[config.mk]
export PLATFORM = sky130hd
export DESIGN_NAME = order_4_1_serial
export DESIGN_NICKNAME = d
export VERILOG_FILES = /design/src/rtl/order_4_1_serial.sv
export SDC_FILE = /design/constraint.sdc
export NUM_CORES = 1
export LEC_CHECK = 0
export CORE_MARGIN = 10
export CORE_UTILIZATION = 49
export CTS_CLUSTER_DIAMETER = 40
export CTS_CLUSTER_SIZE = 25
export DETAILED_ROUTE_END_ITERATION = 6
export PLACE_DENSITY = 0.82
export REMOVE_ABC_BUFFERS = 1
export SLEW_MARGIN = 40
export SYNTH_ARGS = -nofsm -noshare
export SYNTH_HDL_FRONTEND = slang
export SYNTH_SLANG_ARGS = --single-unit
[constraint.sdc]
create_clock -name clock -period 3.4 [get_ports clock]
set_clock_uncertainty 0.2 [all_clocks]
set_input_delay 0.68 -clock clock [delete_from_list [all_inputs] [get_ports clock]]
set_output_delay 0.68 -clock clock [all_outputs]
set_load 0.03 [all_outputs]
[src/rtl/order_4_1_serial.sv]
// Serializer for the 4-input sort stage: accepts one 4-word group per handshake
// and streams it out one word per beat through a two-slot ping-pong buffer.
module order_4_1_serial #(
  parameter int DSIZE   = 8,
  parameter bit DESCEND = 1'b0
) (
  input  logic             clock,
  input  logic             rst_n,
  input  logic             in_valid,
  output logic             in_ready,
  input  logic [DSIZE-1:0] indata0,
  input  logic [DSIZE-1:0] indata1,
  input  logic [DSIZE-1:0] indata2,
  input  logic [DSIZE-1:0] indata3,
  output logic             out_valid,
  input  logic             out_ready,
  output logic [DSIZE-1:0] outdata,
  output logic [1:0]       out_index,
  output logic             out_last,
  output logic [15:0]      group_cnt
);

  logic [1:0][3:0][DSIZE-1:0] slot;
  logic [1:0] count;
  logic [1:0] beat;
  logic [1:0] sel;
  logic       wr_ptr;
  logic       rd_ptr;
  logic       rdy_q;
  logic       push;
  logic       beat_hs;
  logic       pop;

  // in_ready comes only from registers; rdy_q keeps it low until the first edge after reset
  assign in_ready  = rdy_q && (count != 2'd2);
  assign out_valid = (count != 2'd0);
  assign push      = in_valid && in_ready;
  assign beat_hs   = out_valid && out_ready;
  assign pop       = beat_hs && (beat == 2'd3);

  assign sel       = DESCEND ? (2'd3 - beat) : beat;
  // Gated by out_valid so stale or unknown slot contents never reach the port
  assign outdata   = out_valid ? slot[rd_ptr][sel] : '0;
  assign out_index = beat;
  assign out_last  = out_valid && (beat == 2'd3);

  always_ff @(posedge clock or negedge rst_n) begin
    if (!rst_n) begin
      slot      <= '0;
      count     <= 2'd0;
      beat      <= 2'd0;
      wr_ptr    <= 1'b0;
      rd_ptr    <= 1'b0;
      rdy_q     <= 1'b0;
      group_cnt <= 16'd0;
    end else begin
      rdy_q <= 1'b1;
      if (push) begin
        slot[wr_ptr] <= {indata3, indata2, indata1, indata0};
        wr_ptr       <= ~wr_ptr;
      end
      if (beat_hs) beat <= beat + 2'd1;
      if (pop) begin
        rd_ptr    <= ~rd_ptr;
        group_cnt <= group_cnt + 16'd1;
      end
      case ({push, pop})
        2'b10:   count <= count + 2'd1;
        2'b01:   count <= count - 2'd1;
        default: count <= count;
      endcase
    end
  end

endmodule

==> results of run 1 <==
==> kinds of logic after synthesis <==
group,Yosys count
multiplexers,89
flip-flops,87
AND/OR/NAND/NOR,40
XOR/XNOR,20
buffers and inverters,17
adder cells (fa/ha/maj),3
AO/OA/AOI/OAI,3
other,1
==> critical path: stages (launching register included) <==
cell	delay [ps]
dfrtp_1	380
buf_12	200
mux4_2	510
mux2i_1	160
nor2_1	70
clkdlybuf4s50_1	620
==> path summary, 6_finish.rpt <==
check	end	slack, ps	depth (start not counted)
hold / removal	group_cnt[3]	160	1
min in group clock	group_cnt[15]	270	1
hold reg to reg	group_cnt[15]	270	1
setup reg to reg	count[1]	1300	7
max in group asynchronous	slot[49]	2350	1
setup / recovery	outdata[2]	230	5
==> cell usage in the layout, fill, tap and decap left out, types with 2 or more instances in the layout <==
cell type        instances
clkdlybuf4s50_1         63
xnor2_1                 14
nand2_1                 12
mux2_1                   6
nand4_1                  2
inv_1                    3
mux4_2                  16
nor2_1                  10
mux2_4                  29
and3_1                   3
buf_4                    5
dfrtp_1                 87
nor4_4                   2
mux2i_1                  8
nand3_1                  4
o211ai_4                 2
clkbuf_8                13
ha_1                     3
xor2_1                   6
mux2_2                  30
==> routing by layer <==
metal	wire (um)	global-route usage [%]	up-vias
li1	-	-	1055
met1	3640	16.1	1188
met2	3750	20.5	61
met3	494	4.94	8
met4	80	3.60	0
met5	0	0	-
==> power groups by stage <==
stage / clock network [mW] / logic, mW / registers (mW)
3_5_place_dp: 0 / 2.23 / 1.78
2_1_floorplan: 0 / 1.45 / 1.84
5_1_grt: 0.825 / 2.37 / 1.82
4_1_cts: 0.788 / 2.25 / 1.77
6_report: 0.761 / 2.21 / 1.77
3_3_place_gp: 0 / 2.19 / 1.76
==> layout make-up <==
cell class,instances,area (um^2),area share [%]
Clock inverter,4,51.3,1.02
Multi-Input combinational cell,156,1770,35.4
Inverter,4,15.0,0.299
Clock buffer,12,165,3.29
Sequential cell,87,2180,43.4
Timing Repair Buffer,70,702,14.0
Tap cell,105,131,2.62
==> state kept, by name, summed over array words and instances (netlist names) <==
register and flops:
count 2, group_cnt 16, out_index 2, rd_ptr 1, rdy_q 1, slot 64
wr_ptr 1
==> summary.md, run 1 <==
| Metric | Value |
|---|---|
| Mux cell area share after synthesis | `31.2%` |
| Final Cell Area | `5010 um^2` |
| First-pass GRT wire length | `13300 um` |
| Clk pin slew, worst setup/hold paths | `80 ps` |
| Worst-skew pair later-pin latency | `350 ps` |
| Final Max Slew Viols | `0` |
| Peak VDD IR | `between 600 and 700 uV` |
| Sw frac | `34.1%` |
| Setup Viol. Count Final | `0` |
| N_diodes | `0` |
| Arr. time, crit path | `about 2300 ps` |
| Clk root buf | `clkbuf_8` |
| Clk sink count | `87` |
| Antenna Violating Nets Remaining | `0` |
| Ys Warns | `0` |
| Synth top cells by count | `87 x dfrtp_1, 30 x mux2_2, 29 x mux2_4` |
| Overall power | `around 4.7 mW` |
| Post-CTS resize count | `0` |
| Leak pwr | `2.27 nW` |
| # hold bufs at CTS | `0` |
| Die span in x | `111 um` |
| Cells after synthesis | `260` |
| Min cycle time layout | `between 3000 and 4000 ps` |
| Compound-cell area share of the yosys netlist | `between 1 and 1.5%` |
| Layout cells sized above 1 | `31.8%` |
| Worst setup SP type | `register` |
| Die area | `12400 um^2` |
| Slew @ Worst Pin | `677 ps` |
| Setup TNS | `0 ps` |
| Most common cell in the netlist | `dfrtp_1` |
| Power share of the sequential group | `37.4%` |
| Post-Place Cells | `422` |
| Pwr dens | `945 nW/um^2` |
| GRT Util Overall | `12.9%` |
| Worst reg2reg path startpoint | `out_index[0]` |
| Top cell type by total area after synthesis | `dfrtp_1` |
| Area fraction of the dominant cell type after synthesis | `53.1%` |
| Number of synthesized flops with an enable pin | `0` |
| Initial Util | `50.2%` |
| Internal | `3.12 mW` |
| Setup Buffers After CTS | `0` |
| Pre-CTS setup slack | `between 500 and 600 ps` |
| Vias in the first global route | `2585` |
| Netlist cell types | `33` |
| Synth Area in Simple Gates | `5.49%` |
| Area grow syn2layout | `22.3%` |
| TritonCTS clock tree | `yes` |
| I/O pin count | `65` |
| Synth Area per Inst | `approximately 16 um^2` |
| # fillers | `about 640` |
| Path category of the worst min-delay check | `in -> async` |
| Critical path endpoint category | `output port` |
| Status | `finished, final reports clean` |
| Routed WL per cell | `18.2 um` |
| Mapped cell area | `4100 um^2` |
| WS Path Type | `reg -> out` |
| Vert. Die Dim | `111 um` |
| DR vias | `2312` |
| Crit-path max FO | `17` |
| Final Hold Viols | `0` |
| Antenna violations before repair | `0` |
| FFs w/ async S/R, synth | `100%` |
| Final worst setup slack | `233 ps` |
| Finished Layout Cells | `438` |
| Initial DRC Count | `38` |
| DRC viols | `0` |
| Routability congestion estimate | `between 0.7 and 0.8` |
| Post-route clock period utilization | `93.1%` |
| Fin Hold WS | `162 ps` |
| Comb power frac | `between 40% and 50%` |
| Dpl hpwl | `5510 um` |
| Top FF cell, synth | `dfrtp_1` |
| Port-buffer cells | `64` |
| Unrepaired setup endpoints after global routing | `false` |
| Sequential element share of the synthesized area | `53.1%` |
| Synth Area in Adders | `0.915%` |
| Finished Core Util | `61.3%` |
| Worst Setup SP | `rd_ptr` |
| Pin count of the biggest net entering global routing | `88` |
| Yosys reg bits | `87` |
| Rows | `33` |
| Wirelength, routed | `7960 um` |
| Largest cells by area after synthesis | `dfrtp_1 53%, mux2_4 11%, mux4_2 8.8%` |
| Post-DP Area | `4800 um^2` |
| Via-per-instance ratio | `5.28` |
| Post-Synth XOR/XNOR Area | `4.27%` |
| CTS H-tree lvls | `3` |
| Total congestion overflow | `0` |
| Sw power | `1.62 mW` |
| Fmax | `about 320 MHz` |
| Combinational family with the most area after synthesis | `multiplexers` |
| Req. time, crit path | `2520 ps` |
| DRT Pass-1 Iters | `4` |
| Total core area | `8180 um^2` |
| Layout Nets | `367` |
| Total CTS buffers | `9` |
| Clock power frac | `16.1%` |
| Relative slew slack | `54.9%` |
| Max-cap viol count | `0` |
| Longest Clk Path Bufs | `2` |
(Power assumes the default switching activity.)
==> inputs of run 2 (changes only) <==
--- a/constraint.sdc
+++ b/constraint.sdc
@@ -4,2 +4,2 @@
 set_output_delay 0.68 -clock clock [all_outputs]
-set_load 0.03 [all_outputs]
+set_load 0.1 [all_outputs]
==> run 2 against run 1 <==
Against the previous run:
- cell area down 0.65%
- register-to-register slack worse by 170 ps
- maximum frequency up 9.5%
- non-clock buffer count down 1
- global-route usage up 0.47 points
==> summary.md, run 2 (same netlist as run 1, synthesis figures left out) <==
| Metric | Value |
|---|---|
| Commonest non-fill, non-tap cell in the layout | `dfrtp_1` |
| Min cycle time layout | `2890 ps (-275 ps)` |
| Vias in the first global route | `2649 (+2.5%)` |
| Area grow syn2layout | `21.5%` |
| Crit-path max FO | `17 (unchanged)` |
| Antenna Violating Nets Remaining | `0 (unchanged)` |
| GRT Util Overall | `13.4% (+0.47 points)` |
| Worst setup SP type | `register` |
| Wirelength, routed | `8010 um (+0.59%)` |
| Slew @ Worst Pin | `684 ps (+7.07 ps)` |
| Largest reg by FF count | `slot` |
| Finished Core Util | `60.9% (-0.40 points)` |
| Routability congestion estimate | `0.698 (-2.5%)` |
| Clk pin slew, worst setup/hold paths | `80 ps (about the same)` |
| N_diodes | `0 (unchanged)` |
| Final Hold Viols | `0 (unchanged)` |
| Initial DRC Count | `57 (+50%)` |
| Routed WL per cell | `18.4 um (+1.1%)` |
| Path category of the worst min-delay check | `in -> async` |
| Relative slew slack | `54.4% (-0.47 points)` |
| Commonest non-fill, non-tap cells in the layout | `87 x dfrtp_1, 34 x clkdlybuf4s50_1, 30 x mux2_2, 29 x mux2_4, 25 x buf_4` |
| Largest register FFs | `64 (unchanged)` |
| Total CTS buffers | `9 (unchanged)` |
| Layout Nets | `366 (-0.27%)` |
| Antenna violations before repair | `0 (unchanged)` |
| DRC viols | `0 (unchanged)` |
| Vert. Die Dim | `111 um (unchanged)` |
| Die span in x | `111 um (unchanged)` |
| TritonCTS clock tree | `yes` |
| Post-CTS resize count | `0 (unchanged)` |
| Die area | `12400 um^2 (unchanged)` |
| Unrepaired setup endpoints after global routing | `false` |
| Clk root buf | `clkbuf_8` |
| Final Max Slew Viols | `0 (unchanged)` |
| Final worst setup slack | `509 ps (+275 ps)` |
| Max-cap viol count | `0 (unchanged)` |
| Clk sink count | `87 (unchanged)` |
| # hold bufs at CTS | `0 (unchanged)` |
| Dpl hpwl | `5610 um (+1.8%)` |
| Fin Hold WS | `147 ps (-15.9 ps)` |
| Setup TNS | `0 ps (unchanged)` |
| Setup Viol. Count Final | `0 (unchanged)` |
| Largest regs | `slot x64, group_cnt x16` |
| Setup Buffers After CTS | `0 (unchanged)` |
| Pre-CTS setup slack | `830 ps (+251 ps)` |
| Fmax | `346 MHz (+9.5%)` |
| Port-buffer cells | `64 (unchanged)` |
| Via-per-instance ratio | `5.24 (-0.67%)` |
| First-pass GRT wire length | `13700 um (+2.9%)` |
| Worst-skew pair later-pin latency | `350 ps (about the same)` |
| Layout cells sized above 1 | `39.9% (+8.0 points)` |
| DR vias | `2286 (-1.1%)` |
| Req. time, crit path | `2520 ps (about the same)` |
| Pin count of the biggest net entering global routing | `88 (unchanged)` |
| Total core area | `8180 um^2 (unchanged)` |
| Longest Clk Path Bufs | `2 (unchanged)` |
| Status | `finished, final reports clean` |
| Initial Util | `50.2% (unchanged)` |
| Critical path endpoint category | `output port` |
| CTS H-tree lvls | `3 (unchanged)` |
| Arr. time, crit path | `2010 ps (-280 ps)` |
| I/O pin count | `65 (unchanged)` |
| WS Path Type | `reg -> out` |
| DRT Pass-1 Iters | `4 (unchanged)` |
| Rows | `33 (unchanged)` |
| Total congestion overflow | `0 (unchanged)` |
| Post-route clock period utilization | `85.0% (-8.1 points)` |
run 2: cell count changes in the layout (fill, tap and decap cells not counted), sizes merged:
cell | before | now
inv | 5 | 4
clkdlybuf4s50 | 63 | 34
buf | 6 | 34
clkbuf | 13 | 12
bufinv | 1 | 0
clkinv | 1 | 3
run 2: critical path, cell delays in order (launching register included):
cell	delay, ps
dfrtp_1	320
buf_4	310
mux4_2	550
mux2i_1	160
nor2_1	110
buf_12	210
run 2: through the flow:
step	instances	cell area, um^2
finish	436	4980
global route	436	4980
CTS	436	4980
detailed placement	421	4820
global placement	421	4810
floorplan	247	3970
run 2: worst paths after layout:
| check | from | end | slack [ps] | cells past startpoint |
|---|---|---|---|---|
| hold reg to reg | group_cnt[15] | group_cnt[15] | 280 | 1 |
| hold / removal | rst_n | group_cnt[4] | 150 | 1 |
| max in group asynchronous | rst_n | slot[19] | 2360 | 1 |
| setup / recovery | rd_ptr | outdata[2] | 510 | 5 |
| min in group clock | group_cnt[15] | group_cnt[15] | 280 | 1 |
| setup reg to reg | out_index[1] | group_cnt[10] | 1130 | 5 |
run 2: area by class of cell:
type                       instances  area (um^2)
fill                             624         3190
tap                              105          131
multi-input combinational        156         1770
clock inverter                     4         22.5
timing repair buffer              69          722
clock buffer                      11          141
sequential                        87         2180
inverter                           4         15.0
run 2: per-layer routing:
metal | share of wire [%] | GRT usage, % | vias to the layer above
met5 | 0 | 0 | -
met4 | 0.31 | 2.83 | 0
met3 | 5.8 | 5.21 | 2
met2 | 48 | 21.5 | 62
met1 | 46 | 16.7 | 1168
li1 | - | - | 1054
Power of run 2 is not shown: default switching activity piles up to over one toggle a cycle in this logic, so the estimate is an artifact.
